### src/rtl/carrier_pkg.sv
// Shared types and constants for the carrier waveform sequencer.
package carrier_pkg;

    typedef enum logic [1:0] {
        IDLE   = 2'd0,
        RUN    = 2'd1,
        FINISH = 2'd2
    } state_t;

    localparam int ROM_DEPTH = 32;
    localparam int ACC_W_DEF = 16;
    localparam int ADDR_W_DEF = $clog2(ROM_DEPTH);

    // One ROM address step per clk at the default widths.
    localparam logic [ACC_W_DEF-1:0] DEFAULT_TUNING = 16'h0800;

endpackage

### src/rtl/carrier_phase_acc.sv
// Phase accumulator: ACC_W register with clear, enable and increment input.
// wrap_next is the carry of the pending add, so the FSM can act on a wrap
// at the same edge that performs it; wrap_n_q is the registered (active-low)
// record that the last update carried.
module carrier_phase_acc
    import carrier_pkg::*;
#(
    parameter int ACC_W  = 16,
    parameter int ADDR_W = 5
) (
    input  logic              clk,
    input  logic              reset_n,
    input  logic              en,
    input  logic              clr,
    input  logic [ACC_W-1:0]  inc,
    output logic [ADDR_W-1:0] addr,
    output logic              wrap_next,
    output logic              wrap_n_q
);

    logic [ACC_W-1:0] acc_q, acc_d;
    logic             wrap_n_d;
    logic [ACC_W:0]   sum;

    assign sum       = {1'b0, acc_q} + {1'b0, inc};
    assign wrap_next = sum[ACC_W];
    assign addr      = acc_q[ACC_W-1 -: ADDR_W];

    // Next accumulator value; clear wins over enable.
    always_comb begin
        acc_d    = acc_q;
        wrap_n_d = 1'b1;
        if (clr) begin
            acc_d = '0;
        end else if (en) begin
            acc_d    = sum[ACC_W-1:0];
            wrap_n_d = ~sum[ACC_W];
        end
    end

    // Accumulator and wrap flag registers.
    always_ff @(posedge clk) begin
        if (!reset_n) begin
            acc_q    <= '0;
            wrap_n_q <= 1'b1;
        end else begin
            acc_q    <= acc_d;
            wrap_n_q <= wrap_n_d;
        end
    end

endmodule

### src/rtl/carrier_sequencer.sv
// Carrier ROM/DA sequencer: programmable-rate address generation with
// period-boundary configuration updates, burst or continuous output.
//
// state  | meaning
// IDLE   | DA blanked, address held at 0, config applied directly
// RUN    | accumulator stepping, DA unblanked, sync on each wrap
// FINISH | one-cycle run end: blank, clear, done pulse
module carrier_sequencer
    import carrier_pkg::*;
#(
    parameter int ACC_W  = 16,
    parameter int ADDR_W = 5,
    parameter int CNT_W  = 16
) (
    input  logic              clk,
    input  logic              reset_n,
    input  logic              start,
    input  logic              stop,
    input  logic              cfg_valid,
    output logic              cfg_ready,
    input  logic [ACC_W-1:0]  cfg_tuning,
    input  logic [1:0]        cfg_wave,
    input  logic [CNT_W-1:0]  cfg_cycles,
    output logic [ADDR_W-1:0] address,
    output logic [1:0]        wave_sel,
    output logic              clk_DA,
    output logic              blank_DA_n,
    output logic              sync_DA_n,
    output logic              busy,
    output logic              done
);

    localparam logic [ACC_W-1:0] RESET_TUNING = ACC_W'(1) << (ACC_W - ADDR_W);

    state_t           state_q, state_d;
    logic [ACC_W-1:0] tuning_q, tuning_d, sh_tuning_q, sh_tuning_d;
    logic [1:0]       wave_q, wave_d, sh_wave_q, sh_wave_d;
    logic [CNT_W-1:0] cycles_q, cycles_d, sh_cycles_q, sh_cycles_d;
    logic [CNT_W-1:0] count_q, count_d;
    logic             stop_q, stop_d, pending_q, pending_d;
    logic             blank_q, blank_d, busy_q, busy_d, done_q, done_d;
    logic             cfg_ready_q, cfg_ready_d;

    logic             acc_en, acc_clr, wrap_next;
    logic             cfg_fire, term_wrap, term_stall;

    carrier_phase_acc #(.ACC_W(ACC_W), .ADDR_W(ADDR_W)) u_acc (
        .clk       (clk),
        .reset_n   (reset_n),
        .en        (acc_en),
        .clr       (acc_clr),
        .inc       (tuning_q),
        .addr      (address),
        .wrap_next (wrap_next),
        .wrap_n_q  (sync_DA_n)
    );

    assign clk_DA     = clk;
    assign cfg_ready  = cfg_ready_q;
    assign wave_sel   = wave_q;
    assign blank_DA_n = blank_q;
    assign busy       = busy_q;
    assign done       = done_q;

    assign cfg_fire   = cfg_valid && cfg_ready_q;
    // Termination beats a pending config apply on the same wrap.
    assign term_wrap  = wrap_next &&
                        (((cycles_q != '0) && ((count_q + CNT_W'(1)) == cycles_q)) || stop_q);
    // With zero tuning no wrap ever comes, so a stop ends the run directly.
    assign term_stall = (stop || stop_q) && (tuning_q == '0);

    // Next-state, config routing and registered output values.
    always_comb begin
        state_d     = state_q;
        tuning_d    = tuning_q;
        wave_d      = wave_q;
        cycles_d    = cycles_q;
        sh_tuning_d = sh_tuning_q;
        sh_wave_d   = sh_wave_q;
        sh_cycles_d = sh_cycles_q;
        count_d     = count_q;
        stop_d      = stop_q;
        pending_d   = pending_q;
        acc_en      = 1'b0;
        acc_clr     = 1'b1;
        case (state_q)
            IDLE: begin
                if (cfg_fire) begin
                    tuning_d = cfg_tuning;
                    wave_d   = cfg_wave;
                    cycles_d = cfg_cycles;
                end
                if (start && !stop) begin
                    state_d = RUN;
                    count_d = '0;
                    stop_d  = 1'b0;
                end
            end
            RUN: begin
                if (stop) stop_d = 1'b1;
                if (term_wrap || term_stall) begin
                    state_d = FINISH;
                end else begin
                    acc_en  = 1'b1;
                    acc_clr = 1'b0;
                    if (wrap_next) begin
                        count_d = count_q + CNT_W'(1);
                        if (pending_q) begin
                            tuning_d  = sh_tuning_q;
                            wave_d    = sh_wave_q;
                            cycles_d  = sh_cycles_q;
                            pending_d = 1'b0;
                        end
                    end
                end
                if (cfg_fire) begin
                    sh_tuning_d = cfg_tuning;
                    sh_wave_d   = cfg_wave;
                    sh_cycles_d = cfg_cycles;
                    pending_d   = 1'b1;
                end
            end
            FINISH: begin
                state_d = IDLE;
                stop_d  = 1'b0;
                if (pending_q) begin
                    tuning_d  = sh_tuning_q;
                    wave_d    = sh_wave_q;
                    cycles_d  = sh_cycles_q;
                    pending_d = 1'b0;
                end
                // Only reachable with nothing pending (cfg_ready high).
                if (cfg_fire) begin
                    tuning_d = cfg_tuning;
                    wave_d   = cfg_wave;
                    cycles_d = cfg_cycles;
                end
            end
            default: state_d = IDLE;
        endcase
        cfg_ready_d = ~pending_d;
        busy_d      = (state_d != IDLE);
        blank_d     = (state_d == RUN);
        done_d      = (state_d == FINISH);
    end

    // State, config and output registers.
    always_ff @(posedge clk) begin
        if (!reset_n) begin
            state_q     <= IDLE;
            tuning_q    <= RESET_TUNING;
            wave_q      <= '0;
            cycles_q    <= '0;
            sh_tuning_q <= RESET_TUNING;
            sh_wave_q   <= '0;
            sh_cycles_q <= '0;
            count_q     <= '0;
            stop_q      <= 1'b0;
            pending_q   <= 1'b0;
            blank_q     <= 1'b0;
            busy_q      <= 1'b0;
            done_q      <= 1'b0;
            cfg_ready_q <= 1'b1;
        end else begin
            state_q     <= state_d;
            tuning_q    <= tuning_d;
            wave_q      <= wave_d;
            cycles_q    <= cycles_d;
            sh_tuning_q <= sh_tuning_d;
            sh_wave_q   <= sh_wave_d;
            sh_cycles_q <= sh_cycles_d;
            count_q     <= count_d;
            stop_q      <= stop_d;
            pending_q   <= pending_d;
            blank_q     <= blank_d;
            busy_q      <= busy_d;
            done_q      <= done_d;
            cfg_ready_q <= cfg_ready_d;
        end
    end

endmodule
### config.mk
export PLATFORM = sky130hd
export DESIGN_NAME = carrier_sequencer
export DESIGN_NICKNAME = d
export VERILOG_FILES = /design/src/rtl/carrier_pkg.sv /design/src/rtl/carrier_phase_acc.sv /design/src/rtl/carrier_sequencer.sv
export SDC_FILE = /design/constraint.sdc
export NUM_CORES = 1
export LEC_CHECK = 0
export ABC_CLOCK_PERIOD_IN_PS = 5000
export BUFFER_PORTS_ARGS = -buffer_cell sky130_fd_sc_hd__clkbuf_2
export CAP_MARGIN = 20
export CELL_PAD_IN_SITES_DETAIL_PLACEMENT = 1
export CELL_PAD_IN_SITES_GLOBAL_PLACEMENT = 1
export CORE_MARGIN = 3
export CORE_UTILIZATION = 49
export CTS_CLUSTER_SIZE = 16
export DETAILED_ROUTE_END_ITERATION = 8
export PLACE_DENSITY_LB_ADDON = 0.1
export SYNTH_ARGS = -nofsm -noshare
export SYNTH_HDL_FRONTEND = slang
export SYNTH_SLANG_ARGS = --single-unit
### constraint.sdc
create_clock -name clk -period 5 [get_ports clk]
set_input_delay 0.75 -clock clk [delete_from_list [all_inputs] [get_ports clk]]
set_output_delay 0.75 -clock clk [all_outputs]
set_load 0.1 [all_outputs]
==> flow_summary_export.csv, run 1 <==
group,metric,value,unit
drt,avgRoutedWirePerCell,18.6,um
cts,clock_latency,0.36,ns
critical_path,criticalPathCategory,"clk2out",
logic_synthesis,yosys.cell_types.count,78,
logic_synthesis,synth-edff-count,0,
power_and_ir_drop,sum_of_internal_switching_and_leakage_power,0.00203,W
placed_design,portBuffers,51,
critical_path,critical_path.reg2reg.startpoint,"tuning_q[0]",
critical_path,critPathLaunch,"clk",
power_and_ir_drop,vdd_ir_drop_max,0.331,mV
placed_design,final_replace_weighted_congestion,0.874,
run,maxcap_viol_count,0,
power_and_ir_drop,power.sequential.fraction,46.7,%
timing,hold_viol_final,0,
global_routing,grt_pass1_wl,30700,um
layout,nNetsFinal,867,
cts,htree_num_levels,3,
critical_path,worstSetupEndpoint,"clk_DA",
cts,clock_tree.root_cell,"clkbuf_16",
layout,post_route_cells_drive_above_1_share,11.8,%
power_and_ir_drop,p_sw,0.000633,W
critical_path,cp.arrival,3.22,ns
logic_synthesis,yosys_warnings,0,
timing,timing.slew.headroom,35.2,%
cts,ctsResizeCount,0,
global_routing,vias_in_the_first_global_route,6240,
timing,final-max-slew-violation-count,0,
logic_synthesis,synth_fp_nets,854,
global_routing,grt_antenna_before_repair,0,
logic_synthesis,syn_inst_count,793,
timing,grt_setup_unrepaired,"false",
cts,tritoncts,"done",
global_routing,grt.overflow.total,0,
die,fp.dieW,121,um
critical_path,worstPathRequired,4.25,ns
drt,postRouteWirelength,18300,um
drt,drt_first_pass_iters,4,
die,row_count,41,
logic_synthesis,dominantRegCellSynth,"dfxtp_1",
die,die_area,0.0147,sq mm
critical_path,worstReg2RegEnd,"blank_DA_n",
placed_design,hpwlAfterDp,13000,um
power_and_ir_drop,power_switching_share,31.3,%
power_and_ir_drop,power_frac_comb,14.4,%
drt,avgViaCountPerCell,5.87,
drt,route.vias.total,5766,
logic_synthesis,mappedNetlistArea,0.00651,sq mm
cts,cts-buffers-inserted,9,
layout,area_of_all_sequential_standard_cells,0.00218,sq mm
die,io-pin-count,52,
cts,clock_path_buffers,2,
min_path,min-delay-path-class,"reg2reg",
layout,antenna_cells_inserted,0,
cts,worst_setup_hold_path_clk_slew,0.07,ns
critical_path,depth_of_the_worst_register_to_register_path,9,
cts,cts_setup_buffers,0,
logic_synthesis,synthArstFlopShare,0,%
timing,post_route_clock_skew,0.0100,ns
timing,finalSetupViolCount,0,
cts,post_cts_hold_buffer_count,0,
critical_path,timing.critical_path.from_type,"clock port",
global_routing,grt_use_total,25.8,%
power_and_ir_drop,cell_int_power,0.00139,W
layout,most_frequent_cells_in_the_layout,"nand2_1 (186), dfxtp_1 (108), mux2i_1 (67)",
die,dieHeight,121,um
timing,setup-tns-final,0,ns
drt,drc_errors,0,
run_status,run_status,"complete, no violations",
layout,layout.cells.most_common,"nand2_1",
power_and_ir_drop,pwr_density_cell,289,mW/mm^2
layout,final.fill_count,1608,
critical_path,category_of_the_worst_setup_path_capture_point,"output pin",
logic_synthesis,ys_seq_elements,109,
power_and_ir_drop,power.clock.fraction,38.8,%
global_routing,pin_count_of_the_biggest_net_entering_global_routing,79,
die,starting_density_of_the_core,50.8,%
power_and_ir_drop,leakagePower,2.78,nW
layout,multi_input_area,0.00397,sq mm
logic_synthesis,sequential_fraction_of_the_synthesis_area,33.5,%
critical_path,r2r_slack,1.30,ns
drt,ant_nets,0,
timing,whs,0.467,ns
die,core_region_area,0.0128,sq mm
timing,max_slew.worst_pin.slew,0.969,ns
drt,detailedRoute.firstIterationViolations,284,
critical_path,path_max_fanout,17,
layout,syn_to_final_growth,7.64,%
logic_synthesis,synth_area_per_cell,8.21,sq um
-- layout make-up --
class / count / area share, %
inverter: 13 / 0.696
tap: 172 / 3.07
clock inverter: 4 / 0.393
clock buffer: 13 / 3.77
multi-input combinational: 617 / 56.6
timing repair buffer: 55 / 4.32
sequential: 109 / 31.1
-- sequential cells by signal (all words and copies together), names as in the netlist, named ones only --
| register | cells |
|---|---|
| sh_tuning_q | 16 |
| u_acc.wrap_n_q | 1 |
| sh_cycles_q | 16 |
| sh_wave_q | 2 |
| cycles_q | 16 |
| stop_q | 1 |
| done | 1 |
| busy | 1 |
| tuning_q | 16 |
| state_q | 2 |
| u_acc.acc_q | 16 |
| count_q | 16 |
| wave_sel | 2 |
| blank_DA_n | 1 |
| cfg_ready | 1 |
-- cells by family (layout without fill, tap and decap cells) --
logic type               Yosys count  count (layout)  share of synthesized area, %
AO/OA/AOI/OAI                    175             175                          19.1
XOR/XNOR                          28              28                          4.00
adder cells (fa/ha/maj)           22              22                          4.34
buffers and inverters             67              85                          5.67
flip-flops                       109             109                          33.5
multiplexers                      68              68                          10.5
AND/OR/NAND/NOR                  324             324                          22.9
-- Yosys cell counts, types with 6 or more instances --
library cell / count / area share (%)
nand2_1: 186 / 11
dfxtp_1: 109 / 33
mux2i_1: 67 / 10
o21ai_0: 45 / 3.5
a21boi_0: 41 / 4.7
nor2_1: 36 / 2.1
clkbuf_1: 29 / 1.7
ha_1: 21 / 4.0
nand3_1: 19 / 1.5
a21oi_1: 18 / 1.4
xnor2_1: 16 / 2.2
inv_1: 13 / 0.75
o21a_1: 13 / 1.5
and3_1: 12 / 1.2
nor3_1: 12 / 0.92
nor4_1: 12 / 1.2
nand2b_1: 11 / 1.1
xor2_1: 11 / 1.5
buf_4: 8 / 0.92
nand4_1: 8 / 0.77
buf_6: 7 / 1.2
a21o_1: 6 / 0.69
-- worst min path at each step --
stage               startpoint              end  slack, ns  cells after the start
2_1_floorplan  sh_tuning_q[11]  sh_tuning_q[11]       0.44                      2
3_3_place_gp    sh_cycles_q[8]   sh_cycles_q[8]       0.45                      2
3_5_place_dp   sh_cycles_q[15]  sh_cycles_q[15]       0.46                      2
4_1_cts        sh_cycles_q[15]  sh_cycles_q[15]       0.47                      2
5_1_grt           sh_wave_q[0]     sh_wave_q[0]       0.49                      2
6_report          sh_wave_q[0]     sh_wave_q[0]       0.47                      2
-- routing by layer --
layer / wire length (um) / track usage, % / vias up
li1: - / - / 2812
met1: 7660 / 29.7 / 2831
met2: 9660 / 48.1 / 92
met3: 559 / 4.85 / 31
met4: 378 / 7.70 / 0
met5: 0 / 0 / -
-- power by group through the flow --
stage	clock network [W]	registers, W	logic [W]
3_5_place_dp	0.0000702	0.000967	0.000291
3_3_place_gp	0.0000702	0.000966	0.000277
2_1_floorplan	0.0000755	0.000965	0.000208
6_report	0.000787	0.000947	0.000293
4_1_cts	0.000802	0.000947	0.000295
5_1_grt	0.000837	0.000952	0.000325
-- worst max-delay path, stage by stage --
cell and delay (ns):
clkbuf_16 0.17, clkbuf_16 0.18, clkbuf_2 0.37
-- through the flow --
step           setup slack [ns]  std cells  instance area, sq um  util (%)
2_1_floorplan              1.54        793                  6510         -
3_3_place_gp               1.40        966                  6710      52.3
3_5_place_dp               1.31        967                  6730      52.4
4_1_cts                    1.01        983                  7010      54.7
5_1_grt                   0.915        983                  7010      54.7
6_report                   1.03        983                  7010      54.7
(Power assumes the default switching activity.)
==> inputs of run 2 (changes only) <==
Settings changed: ABC_CLOCK_PERIOD_IN_PS 5000 to 3800, CORE_UTILIZATION 49 to 46.
Clock period 5 ns to 3.8 ns, I/O delays scaled along.
==> flow_summary_export.csv, run 2 (synthesized netlist as in run 1, its figures left out) <==
group,metric,value,unit
global_routing,pin_count_of_the_biggest_net_entering_global_routing,64,
layout,post_route_cells_drive_above_1_share,12.4,%
cts,cts_setup_buffers,0,
cts,clock_path_buffers,2,
critical_path,criticalPathCategory,"reg2reg",
die,io-pin-count,52,
critical_path,critPathMaxStageDelay,0.52,ns
die,starting_density_of_the_core,48.0,%
timing,timing.slew.headroom,39.1,%
drt,drc_errors,0,
power_and_ir_drop,leakagePower,2.81,nW
drt,postRouteWirelength,18200,um
global_routing,grt_antenna_before_repair,0,
timing,post_route_clock_skew,0.00558,ns
drt,ant_nets,0,
cts,cts-buffers-inserted,9,
timing,timing.final.crit_period,3.36,ns
critical_path,path_max_fanout,33,
cts,htree_num_levels,3,
min_path,cell_depth_of_the_worst_min_delay_path,3,
die,dieHeight,125,um
layout,multi_input_area,0.00397,sq mm
placed_design,final_replace_weighted_congestion,0.902,
placed_design,hpwlAfterDp,12700,um
run_status,run_status,"complete, no violations",
placed_design,dpl_cell_area,0.00676,sq mm
drt,route.vias.total,5727,
die,row_count,42,
layout,syn_to_final_growth,8.45,%
cts,ctsResizeCount,0,
cts,post_cts_hold_buffer_count,0,
power_and_ir_drop,pwr_density_cell,384,mW/mm^2
layout,layout.cells.most_common,"nand2_1",
timing,hold_viol_final,0,
run,maxcap_viol_count,0,
layout,finish.utilization,52.1,%
timing,max_freq,0.297,GHz
cts,clock_latency,0.36,ns
timing,grt_setup_unrepaired,"false",
drt,avgViaCountPerCell,5.78,
layout,finalInstanceArea,0.00706,sq mm
timing,max_slew.worst_pin.slew,0.910,ns
layout,most_frequent_cells_in_the_layout,"nand2_1 (186), dfxtp_1 (108), mux2i_1 (67)",
global_routing,grt_use_total,23.6,%
timing,layout_worst_path_cycle_share,88.5,%
critical_path,critical-path-slowest-cell,"or4_1",
placed_design,place_inst,975,
drt,drt_first_pass_iters,4,
cts,worst_setup_hold_path_clk_slew,0.08,ns
timing,setup-tns-final,0,ns
drt,avgRoutedWirePerCell,18.4,um
layout,area_of_all_sequential_standard_cells,0.00218,sq mm
die,die_area,0.0156,sq mm
critical_path,worstPathRequired,4.08,ns
power_and_ir_drop,vdd_ir_drop_max,0.338,mV
cts,clock_tree.root_cell,"clkbuf_16",
cts,tritoncts,"done",
layout,final.fill_count,1647,
global_routing,vias_in_the_first_global_route,5887,
critical_path,timing.critical_path.from_type,"register",
critical_path,timing.critical_path.cells,"ha_1 > and3_2 > nand3_2 > or4_1 > a211oi_2 > a41o_1 > o31ai_4 > nand2_4 > buf_12 > mux2i_1",
critical_path,category_of_the_worst_setup_path_capture_point,"register",
drt,detailedRoute.firstIterationViolations,320,
placed_design,portBuffers,51,
die,fp.dieW,125,um
min_path,min-delay-path-class,"in2reg",
layout,post_layout_nonfiller_instances,991,
layout,antenna_cells_inserted,0,
critical_path,depth_of_the_worst_register_to_register_path,10,
critical_path,cp.arrival,3.64,ns
layout,nNetsFinal,871,
timing,finalSetupViolCount,0,
die,core_region_area,0.0136,sq mm
global_routing,grt.overflow.total,0,
timing,final-max-slew-violation-count,0,
global_routing,grt_pass1_wl,30500,um
-- run 2: cell count changes in the layout (fill, tap and decap cells not counted), sizes merged --
cell	change
clkinv	+2
inv	-1
buf	+4
clkbuf	-1
-- run 2: final timing paths --
kind	to	slack (ns)	startpoint
hold / removal	sh_cycles_q[11]	0.45	cfg_cycles[11]
hold reg to reg	sh_tuning_q[4]	0.47	sh_tuning_q[4]
setup / recovery	tuning_q[2]	0.44	count_q[0]
setup reg to reg	tuning_q[2]	0.44	count_q[0]
-- run 2: worst max-delay path, delay by kind of cell (launching register included) --
family	cells	cell delay, ns
simple gates	4	1.05
compound gates	3	0.92
flops	1	0.50
fa+ha+maj	1	0.28
buf+inv	1	0.25
mux	1	0.25
-- run 2: layout make-up --
class / instances / area share, %
Multi-Input combinational cell: 617 / 56.2
Sequential cell: 109 / 30.9
Timing Repair Buffer: 59 / 4.71
Clock buffer: 12 / 3.81
Tap cell: 176 / 3.12
Inverter: 13 / 0.691
Clock inverter: 5 / 0.567
-- run 2: power by group --
part           leakage [nW]  internal [W]  switching [W]
clock                 0.155      0.000516       0.000559
combinational          1.77      0.000153       0.000236
sequential            0.886       0.00119      0.0000628
total                  2.81       0.00186       0.000858
-- run 2: through the flow --
stage / hold WS [ns] / power (W) / setup slack (ns)
global route: 0.458 / 0.00284 / 0.0826
global placement: 0.449 / 0.00174 / 0.462
floorplan: 0.440 / 0.00164 / 0.945
detailed placement: 0.459 / 0.00175 / 0.293
CTS: 0.445 / 0.00274 / 0.257
finish: 0.452 / 0.00271 / 0.438
-- run 2: routing by layer --
layer,vias to the layer above,global-route usage [%],routed length [um]
li1,2822,-,-
met1,2800,32.1,8820
met2,87,39.3,8460
met3,18,3.88,634
met4,0,5.55,271
met5,-,0,0
